<file path="src/rtl/alu_pkg.sv">
// Shared definitions for the integer execute unit: op codes, FSM states, widths.
package alu_pkg;

  localparam int unsigned XLEN_DEFAULT    = 32;
  localparam int unsigned SHAMT_W_DEFAULT = 5;
  localparam int unsigned OP_W            = 4;

  typedef logic [OP_W-1:0] alu_op_t;

  // Op codes, identical to the alu_control encoding
  localparam alu_op_t ALU_ADD  = 4'b0000;
  localparam alu_op_t ALU_SLL  = 4'b0001;
  localparam alu_op_t ALU_SLT  = 4'b0010;
  localparam alu_op_t ALU_SLTU = 4'b0011;
  localparam alu_op_t ALU_XOR  = 4'b0100;
  localparam alu_op_t ALU_SRL  = 4'b0101;
  localparam alu_op_t ALU_SRA  = 4'b0110;
  localparam alu_op_t ALU_OR   = 4'b0111;
  localparam alu_op_t ALU_AND  = 4'b1000;
  localparam alu_op_t ALU_SUB  = 4'b1001;

  typedef enum logic [1:0] {
    ST_IDLE  = 2'd0,
    ST_SHIFT = 2'd1,
    ST_DONE  = 2'd2
  } state_t;

  typedef enum logic [1:0] {
    SH_LL = 2'd0,
    SH_RL = 2'd1,
    SH_RA = 2'd2
  } shift_kind_t;

  function automatic logic is_shift(input alu_op_t op);
    return (op == ALU_SLL) || (op == ALU_SRL) || (op == ALU_SRA);
  endfunction

  function automatic logic is_illegal(input alu_op_t op);
    return op > ALU_SUB;
  endfunction

  function automatic shift_kind_t shift_kind(input alu_op_t op);
    shift_kind_t k;
    k = SH_LL;
    if (op == ALU_SRL) k = SH_RL;
    if (op == ALU_SRA) k = SH_RA;
    return k;
  endfunction

endpackage

</file>
<file path="src/rtl/alu_exec_unit_if.sv">
// Request/response handshake bundle between operand select, the execute unit and writeback.
interface alu_exec_unit_if #(
  parameter int unsigned XLEN = alu_pkg::XLEN_DEFAULT
);
  logic                  in_valid;
  logic                  in_ready;
  logic [alu_pkg::OP_W-1:0] alu_op;
  logic [XLEN-1:0]       op_a;
  logic [XLEN-1:0]       op_b;
  logic                  out_valid;
  logic                  out_ready;
  logic [XLEN-1:0]       result;
  logic                  zero;
  logic                  illegal_op;

  modport master (
    output in_valid, alu_op, op_a, op_b, out_ready,
    input  in_ready, out_valid, result, zero, illegal_op
  );

  modport slave (
    input  in_valid, alu_op, op_a, op_b, out_ready,
    output in_ready, out_valid, result, zero, illegal_op
  );
endinterface

</file>
<file path="src/rtl/alu_serial_shifter.sv">
// Bit-serial shifter: holds the working value and a down-counter, one bit per cycle.
module alu_serial_shifter
  import alu_pkg::*;
#(
  parameter int unsigned XLEN    = XLEN_DEFAULT,
  parameter int unsigned SHAMT_W = SHAMT_W_DEFAULT
) (
  input  logic               clk,
  input  logic               rst_n,
  input  logic               load,
  input  shift_kind_t        kind,
  input  logic [XLEN-1:0]    data_in,
  input  logic [SHAMT_W-1:0] shamt,
  output logic               busy_c,
  output logic               done_c,
  output logic [XLEN-1:0]    data,
  output logic [XLEN-1:0]    step_c
);

  logic [SHAMT_W-1:0] count;
  shift_kind_t        kind_q;

  assign busy_c = (count != '0);
  // Final step happens on the edge where count goes 1 -> 0
  assign done_c = (count == SHAMT_W'(1));

  always_comb begin
    step_c = data;
    case (kind_q)
      SH_LL:   step_c = {data[XLEN-2:0], 1'b0};
      SH_RL:   step_c = {1'b0, data[XLEN-1:1]};
      SH_RA:   step_c = {data[XLEN-1], data[XLEN-1:1]};
      default: step_c = data;
    endcase
  end

  always_ff @(posedge clk) begin
    if (!rst_n) begin
      data   <= '0;
      count  <= '0;
      kind_q <= SH_LL;
    end else if (load) begin
      data   <= data_in;
      count  <= shamt;
      kind_q <= kind;
    end else if (busy_c) begin
      data   <= step_c;
      count  <= count - SHAMT_W'(1);
    end
  end

endmodule

</file>
<file path="src/rtl/alu_exec_unit.sv">
// Multi-cycle integer execute unit: single-cycle ALU ops inline, shifts via the serial shifter.
module alu_exec_unit
  import alu_pkg::*;
#(
  parameter int unsigned XLEN    = XLEN_DEFAULT,
  parameter int unsigned SHAMT_W = SHAMT_W_DEFAULT
) (
  input logic             clk,
  input logic             rst_n,
  alu_exec_unit_if.slave  bus
);

  state_t state, state_next;

  logic               sh_load_c;
  logic               sh_busy_c;
  logic               sh_done_c;
  logic [XLEN-1:0]    sh_data;
  logic [XLEN-1:0]    sh_step_c;
  logic [SHAMT_W-1:0] shamt_c;
  logic [XLEN-1:0]    alu_c;

  logic [XLEN-1:0] result_nxt;
  logic            zero_nxt;
  logic            illegal_nxt;
  logic            out_valid_nxt;
  logic            in_ready_nxt;
  logic            load_result_c;

  assign shamt_c = bus.op_b[SHAMT_W-1:0];

  alu_serial_shifter #(.XLEN(XLEN), .SHAMT_W(SHAMT_W)) u_shifter (
    .clk     (clk),
    .rst_n   (rst_n),
    .load    (sh_load_c),
    .kind    (shift_kind(bus.alu_op)),
    .data_in (bus.op_a),
    .shamt   (shamt_c),
    .busy_c  (sh_busy_c),
    .done_c  (sh_done_c),
    .data    (sh_data),
    .step_c  (sh_step_c)
  );

  // Single-cycle ops; shift codes are handled by the serial path
  always_comb begin
    alu_c = '0;
    case (bus.alu_op)
      ALU_ADD:  alu_c = bus.op_a + bus.op_b;
      ALU_SUB:  alu_c = bus.op_a - bus.op_b;
      ALU_SLT:  alu_c = XLEN'($signed(bus.op_a) < $signed(bus.op_b));
      ALU_SLTU: alu_c = XLEN'(bus.op_a < bus.op_b);
      ALU_XOR:  alu_c = bus.op_a ^ bus.op_b;
      ALU_OR:   alu_c = bus.op_a | bus.op_b;
      ALU_AND:  alu_c = bus.op_a & bus.op_b;
      default:  alu_c = '0;
    endcase
  end

  always_ff @(posedge clk) begin
    if (!rst_n) state <= ST_IDLE;
    else        state <= state_next;
  end

  always_comb begin
    state_next = state;
    case (state)
      ST_IDLE: begin
        if (bus.in_valid) begin
          if (is_shift(bus.alu_op) && (shamt_c != '0)) state_next = ST_SHIFT;
          else                                          state_next = ST_DONE;
        end
      end
      ST_SHIFT: if (sh_done_c || !sh_busy_c) state_next = ST_DONE;
      ST_DONE:  if (bus.out_ready)           state_next = ST_IDLE;
      default:  state_next = ST_IDLE;
    endcase
  end

  always_comb begin
    sh_load_c     = 1'b0;
    load_result_c = 1'b0;
    result_nxt    = bus.result;
    illegal_nxt   = bus.illegal_op;
    zero_nxt      = bus.zero;
    out_valid_nxt = (state_next == ST_DONE);
    in_ready_nxt  = (state_next == ST_IDLE);
    case (state)
      ST_IDLE: begin
        if (bus.in_valid) begin
          load_result_c = 1'b1;
          illegal_nxt   = is_illegal(bus.alu_op);
          if (is_illegal(bus.alu_op))  result_nxt = '0;
          else if (is_shift(bus.alu_op)) begin
            result_nxt = bus.op_a;
            sh_load_c  = (shamt_c != '0);
          end else                     result_nxt = alu_c;
        end
      end
      ST_SHIFT: begin
        if (state_next == ST_DONE) begin
          load_result_c = 1'b1;
          illegal_nxt   = 1'b0;
          result_nxt    = sh_done_c ? sh_step_c : sh_data;
        end
      end
      default: ;
    endcase
    if (load_result_c) zero_nxt = (result_nxt == '0);
  end

  always_ff @(posedge clk) begin
    if (!rst_n) begin
      bus.in_ready   <= 1'b1;
      bus.out_valid  <= 1'b0;
      bus.result     <= '0;
      bus.zero       <= 1'b0;
      bus.illegal_op <= 1'b0;
    end else begin
      bus.in_ready   <= in_ready_nxt;
      bus.out_valid  <= out_valid_nxt;
      bus.result     <= result_nxt;
      bus.zero       <= zero_nxt;
      bus.illegal_op <= illegal_nxt;
    end
  end

endmodule

</file>
<file path="src/flat_wrapper.sv">
// flat-port wrapper written by rule: the top's interface ports become plain ports
module alu_exec_unit_flat import alu_pkg::*;
#(
  parameter int unsigned XLEN    = XLEN_DEFAULT,
  parameter int unsigned SHAMT_W = SHAMT_W_DEFAULT
)
  (clk, rst_n, bus_in_valid, bus_alu_op, bus_op_a, bus_op_b, bus_out_ready, bus_in_ready, bus_out_valid, bus_result, bus_zero, bus_illegal_op);
  alu_exec_unit_if #(.XLEN(XLEN)) bus_i ();
  input logic clk;
  input logic rst_n;
  input wire logic [$bits(bus_i.in_valid)-1:0] bus_in_valid;
  input wire logic [$bits(bus_i.alu_op)-1:0] bus_alu_op;
  input wire logic [$bits(bus_i.op_a)-1:0] bus_op_a;
  input wire logic [$bits(bus_i.op_b)-1:0] bus_op_b;
  input wire logic [$bits(bus_i.out_ready)-1:0] bus_out_ready;
  output wire logic [$bits(bus_i.in_ready)-1:0] bus_in_ready;
  output wire logic [$bits(bus_i.out_valid)-1:0] bus_out_valid;
  output wire logic [$bits(bus_i.result)-1:0] bus_result;
  output wire logic [$bits(bus_i.zero)-1:0] bus_zero;
  output wire logic [$bits(bus_i.illegal_op)-1:0] bus_illegal_op;
  assign bus_i.in_valid = bus_in_valid;
  assign bus_i.alu_op = bus_alu_op;
  assign bus_i.op_a = bus_op_a;
  assign bus_i.op_b = bus_op_b;
  assign bus_i.out_ready = bus_out_ready;
  assign bus_in_ready = bus_i.in_ready;
  assign bus_out_valid = bus_i.out_valid;
  assign bus_result = bus_i.result;
  assign bus_zero = bus_i.zero;
  assign bus_illegal_op = bus_i.illegal_op;
  alu_exec_unit #(.XLEN(XLEN), .SHAMT_W(SHAMT_W)) u_core (.clk(clk), .rst_n(rst_n), .bus(bus_i));
endmodule
</file>
<file path="config.mk">
export PLATFORM = sky130hd
export DESIGN_NAME = alu_exec_unit_flat
export DESIGN_NICKNAME = d
export VERILOG_FILES = /design/src/rtl/alu_pkg.sv /design/src/rtl/alu_exec_unit_if.sv /design/src/rtl/alu_serial_shifter.sv /design/src/rtl/alu_exec_unit.sv /design/src/flat_wrapper.sv
export SDC_FILE = /design/constraint.sdc
export NUM_CORES = 1
export LEC_CHECK = 0
export ABC_AREA = 0
export CORE_MARGIN = 4
export CORE_UTILIZATION = 40
export CTS_BUF_LIST = sky130_fd_sc_hd__clkbuf_4 sky130_fd_sc_hd__clkbuf_8
export DETAILED_ROUTE_END_ITERATION = 7
export HOLD_SLACK_MARGIN = 0.15
export PLACE_DENSITY_LB_ADDON = 0.25
export SKIP_LAST_GASP = 1
export SLEW_MARGIN = 20
export SYNTH_ARGS = -nofsm -noshare
export SYNTH_HDL_FRONTEND = slang
export SYNTH_SLANG_ARGS = --single-unit
</file>
<file path="constraint.sdc">
create_clock -name clk -period 4 [get_ports clk]
set_input_delay 0.4 -clock clk [delete_from_list [all_inputs] [get_ports clk]]
set_output_delay 0.4 -clock clk [all_outputs]
set_load 0.005 [all_outputs]
</file>
==> summary.md <==
| Metric | Value |
|---|---|
| Post-DP HPWL | `37400 um` |
| Clk_skew | `13.1 ps` |
| Clock Power Share | `0.138` |
| Crit path launch type | `flip-flop` |
| Data required time of the critical path | `approximately 4300 ps` |
| Finished Cell Area | `13900 um2` |
| Post-synthesis average cell area | `between 6 and 7 um2` |
| Post-Place Cell Area | `13500 um2` |
| FFs w/ async S/R, synth | `0` |
| Starting Density | `0.410` |
| Switch share | `0.463` |
| Post-synthesis register bit count | `77` |
| DRC viols | `0` |
| Die area | `around 27000 um2` |
| Layout Cells excl Fill | `2076` |
| Die height | `164 um` |
| Final nets | `slightly below 2k` |
| Final hold vios | `0` |
| Pint | `2.51 mW` |
| Pin count of the biggest net entering global routing | `65` |
| Core Region | `23700 um2` |
| Hold Path Class | `reg -> reg` |
| Library cells used by synthesis | `94` |
| Via density per instance | `6.14` |
| Synth top area share | `0.159` |
| Largest cells by area after synthesis | `dfxtp_1 (16%), ha_1 (13%), a21oi_1 (6.9%)` |
| Fin crit share | `0.976` |
| Num Clock Sinks | `77` |
| Pwr Density | `about 340 nW/um2` |
| Post-Syn Area | `9710 um2` |
| Pins over their slew limit | `0` |
| Sw Pwr | `2.17 mW` |
| Sequential area share after synthesis | `0.159` |
| WL per Instance | `22.4 um` |
| Clock buffer depth | `2` |
| Tightest Pin Transition | `962 ps` |
| Syn nets | `1565` |
| Post-synth EDFFs | `0` |
| WS Path Type | `reg -> reg` |
| CP arrival | `4230 ps` |
| Sequential power share | `0.245` |
| Final Core Density | `0.588` |
| Clock latency on the worst-skew pair | `370 ps` |
| Worst Path Max Fanout | `15` |
| Post-synth top cells | `nor2_1 (141), a21oi_1 (134), nand2_1 (123), ha_1 (102), inv_1 (99)` |
| Area grow syn2layout | `43.5%` |
| Grt ovf | `0` |
| H-tree Lvls | `3` |
| Row count | `56` |
| Vias in the first global route | `11.9k` |
| Root Driver | `clkbuf_8` |
| Gpl congestion | `1.04` |
| Inserted Clock Buffers | `9` |
| Most common cell in the netlist | `nor2_1` |
| Vias | `roughly 13k` |
| Layout cells sized above 1 | `0.257` |
| Element type at the critical path end | `flip-flop` |
| Pre-Repair DR Iteration Count | `8` |
| Leak | `6.09 nW` |
| Synth Instances | `between 1k and 1.5k` |
| Post-route ant nets | `0` |
| Port Buffers | `107` |
| Slew headroom | `0.359` |
| Num ports | `108` |
| Initial antenna violation count | `0` |
| DRT Wirelength | `46600 um` |
| Max frequency | `256 MHz` |
| Setup-failing EPs final | `0` |
| Combinational Power Share | `0.617` |
| Peak VDD IR | `0.000439 V` |
| CTS tree | `done` |
| First-pass GRT wire length | `69800 um` |
| Max-cap viol count | `0` |
| CTS Hold Buffers Added | `0` |
| Synth area leader | `dfxtp_1` |
| Outcome | `finished, final reports clean` |
| Top_reg_cell synth | `dfxtp_1` |
| Gr usage total | `0.334` |
| Clk pin slew, worst setup/hold paths | `roughly 90 ps` |
| DR iter-0 viols | `1757` |
| Minimum clock period | `3900 ps` |
| Yosys warning count | `0` |
| Die width | `around 160 um` |
| Diode count | `0` |
| Post-Place Cells | `between 2k and 2.5k` |
flip-flops by register name (all words and copies together) (netlist names):
register	flops
u_core.bus.out_valid	1
u_core.u_shifter.count	5
u_core.u_shifter.data	32
u_core.bus.result	32
u_core.bus.illegal_op	1
u_core.state	2
u_core.u_shifter.kind_q	2
u_core.bus.zero	1
u_core.bus.in_ready	1
per-layer routing:
layer,routed length [um],GRT usage,vias to the layer above
met5,0,0,-
met1,19900,0.475,5987
met3,5350,0.0688,109
met4,1370,0.0884,0
met2,19900,0.515,765
li1,-,-,5883
power by group through the flow:
stage | sequential [mW] | clock (mW) | combinational [mW]
floorplan | 1.09 | 0 | 1.64
global route | 1.17 | 0.667 | 3.11
CTS | 1.14 | 0.633 | 2.77
finish | 1.15 | 0.646 | 2.89
global placement | 1.15 | 0 | 2.73
detailed placement | 1.15 | 0 | 2.75
cells by family after synthesis:
kind of cell / count (synthesis) / synth area share
and+or+nand+nor: 457 / 0.228
DFF: 77 / 0.159
adders and majority gates: 104 / 0.136
AOI/OAI and AO/OA: 519 / 0.369
buffers and inverters: 206 / 0.0837
xor gates and xnor gates: 19 / 0.0171
muxes: 7 / 0.00760
layout make-up:
| cell class | instances | area (um2) |
|---|---|---|
| inverter | 101 | 382 |
| clock inverter | 5 | 58.8 |
| multi-input combinational | 1106 | 7640 |
| fill | 2306 | 9750 |
| timing repair buffer | 457 | 3760 |
| tap | 319 | 399 |
| sequential | 77 | 1540 |
| clock buffer | 11 | 145 |
worst max-delay path, stage by stage, from the launching register on:
cell	delay [ps]
dfxtp_1	410
ha_1	240
nor4b_2	560
buf_4	340
nand2_1	120
a21oi_1	140
o21ai_0	130
a32oi_1	500
o2111ai_1	250
a221oi_2	250
or2_4	170
nand4_1	130
nor4_2	260
and4b_1	220
a31o_1	130
path summary, 6_finish.rpt:
check                                         end                                   start  cells after the start  slack, ps
hold / removal    u_core.bus.result[1]$_SDFF_PN0_         u_core.bus.result[1]$_SDFF_PN0_                      2        510
hold reg to reg   u_core.bus.result[1]$_SDFF_PN0_         u_core.bus.result[1]$_SDFF_PN0_                      2        510
setup / recovery     u_core.bus.zero$_SDFFE_PN0P_  u_core.u_shifter.count[0]$_SDFFE_PN0P_                     14        100
setup reg to reg     u_core.bus.zero$_SDFFE_PN0P_  u_core.u_shifter.count[0]$_SDFFE_PN0P_                     14        100
layout by cell type (no fill, tap or decap), types with 7 or more instances in the layout:
cell               n
buf_4            345
nor2_1           139
a21oi_1          129
nand2_1          123
clkdlybuf4s50_1  103
ha_1             100
inv_1             99
dfxtp_1           77
o21ai_0           75
nor3_1            33
a211oi_1          31
o221ai_1          30
o22ai_1           28
o211ai_1          23
nand3_1           21
a221oi_1          21
nand4_1           19
o31ai_1           17
nor4_1            14
a22oi_1           14
and2_1            13
a21o_1            13
and3_1            13
xnor2_1           12
a31oi_1           12
nor2b_1           11
clkbuf_8          10
nand2b_1           9
or2_2              8
o21ai_1            8
or3_1              7
a211oi_2           7
o2111ai_1          7
o31a_1             7
metrics by stage:
step | setup slack (ps) | total power [mW] | hold slack [ps] | setup TNS [ps]
after floorplan | 473 | 2.73 | 479 | 0
after global placement | -574 | 3.88 | 490 | -1440
after detailed placement | -534 | 3.90 | 502 | -1580
after CTS | 7.12 | 4.54 | 521 | 0
after global routing | -9.99 | 4.94 | 542 | -9.99
final | 96.9 | 4.68 | 514 | 0
what timing repair did:
action / in CTS / in global routing
endpoints found under the setup margin: 2 / 4
pin swaps: 1 / 13
gates resized for setup: 10 / 41
buffers inserted: 1 / 0
Power figures use the tool's default switching activity.
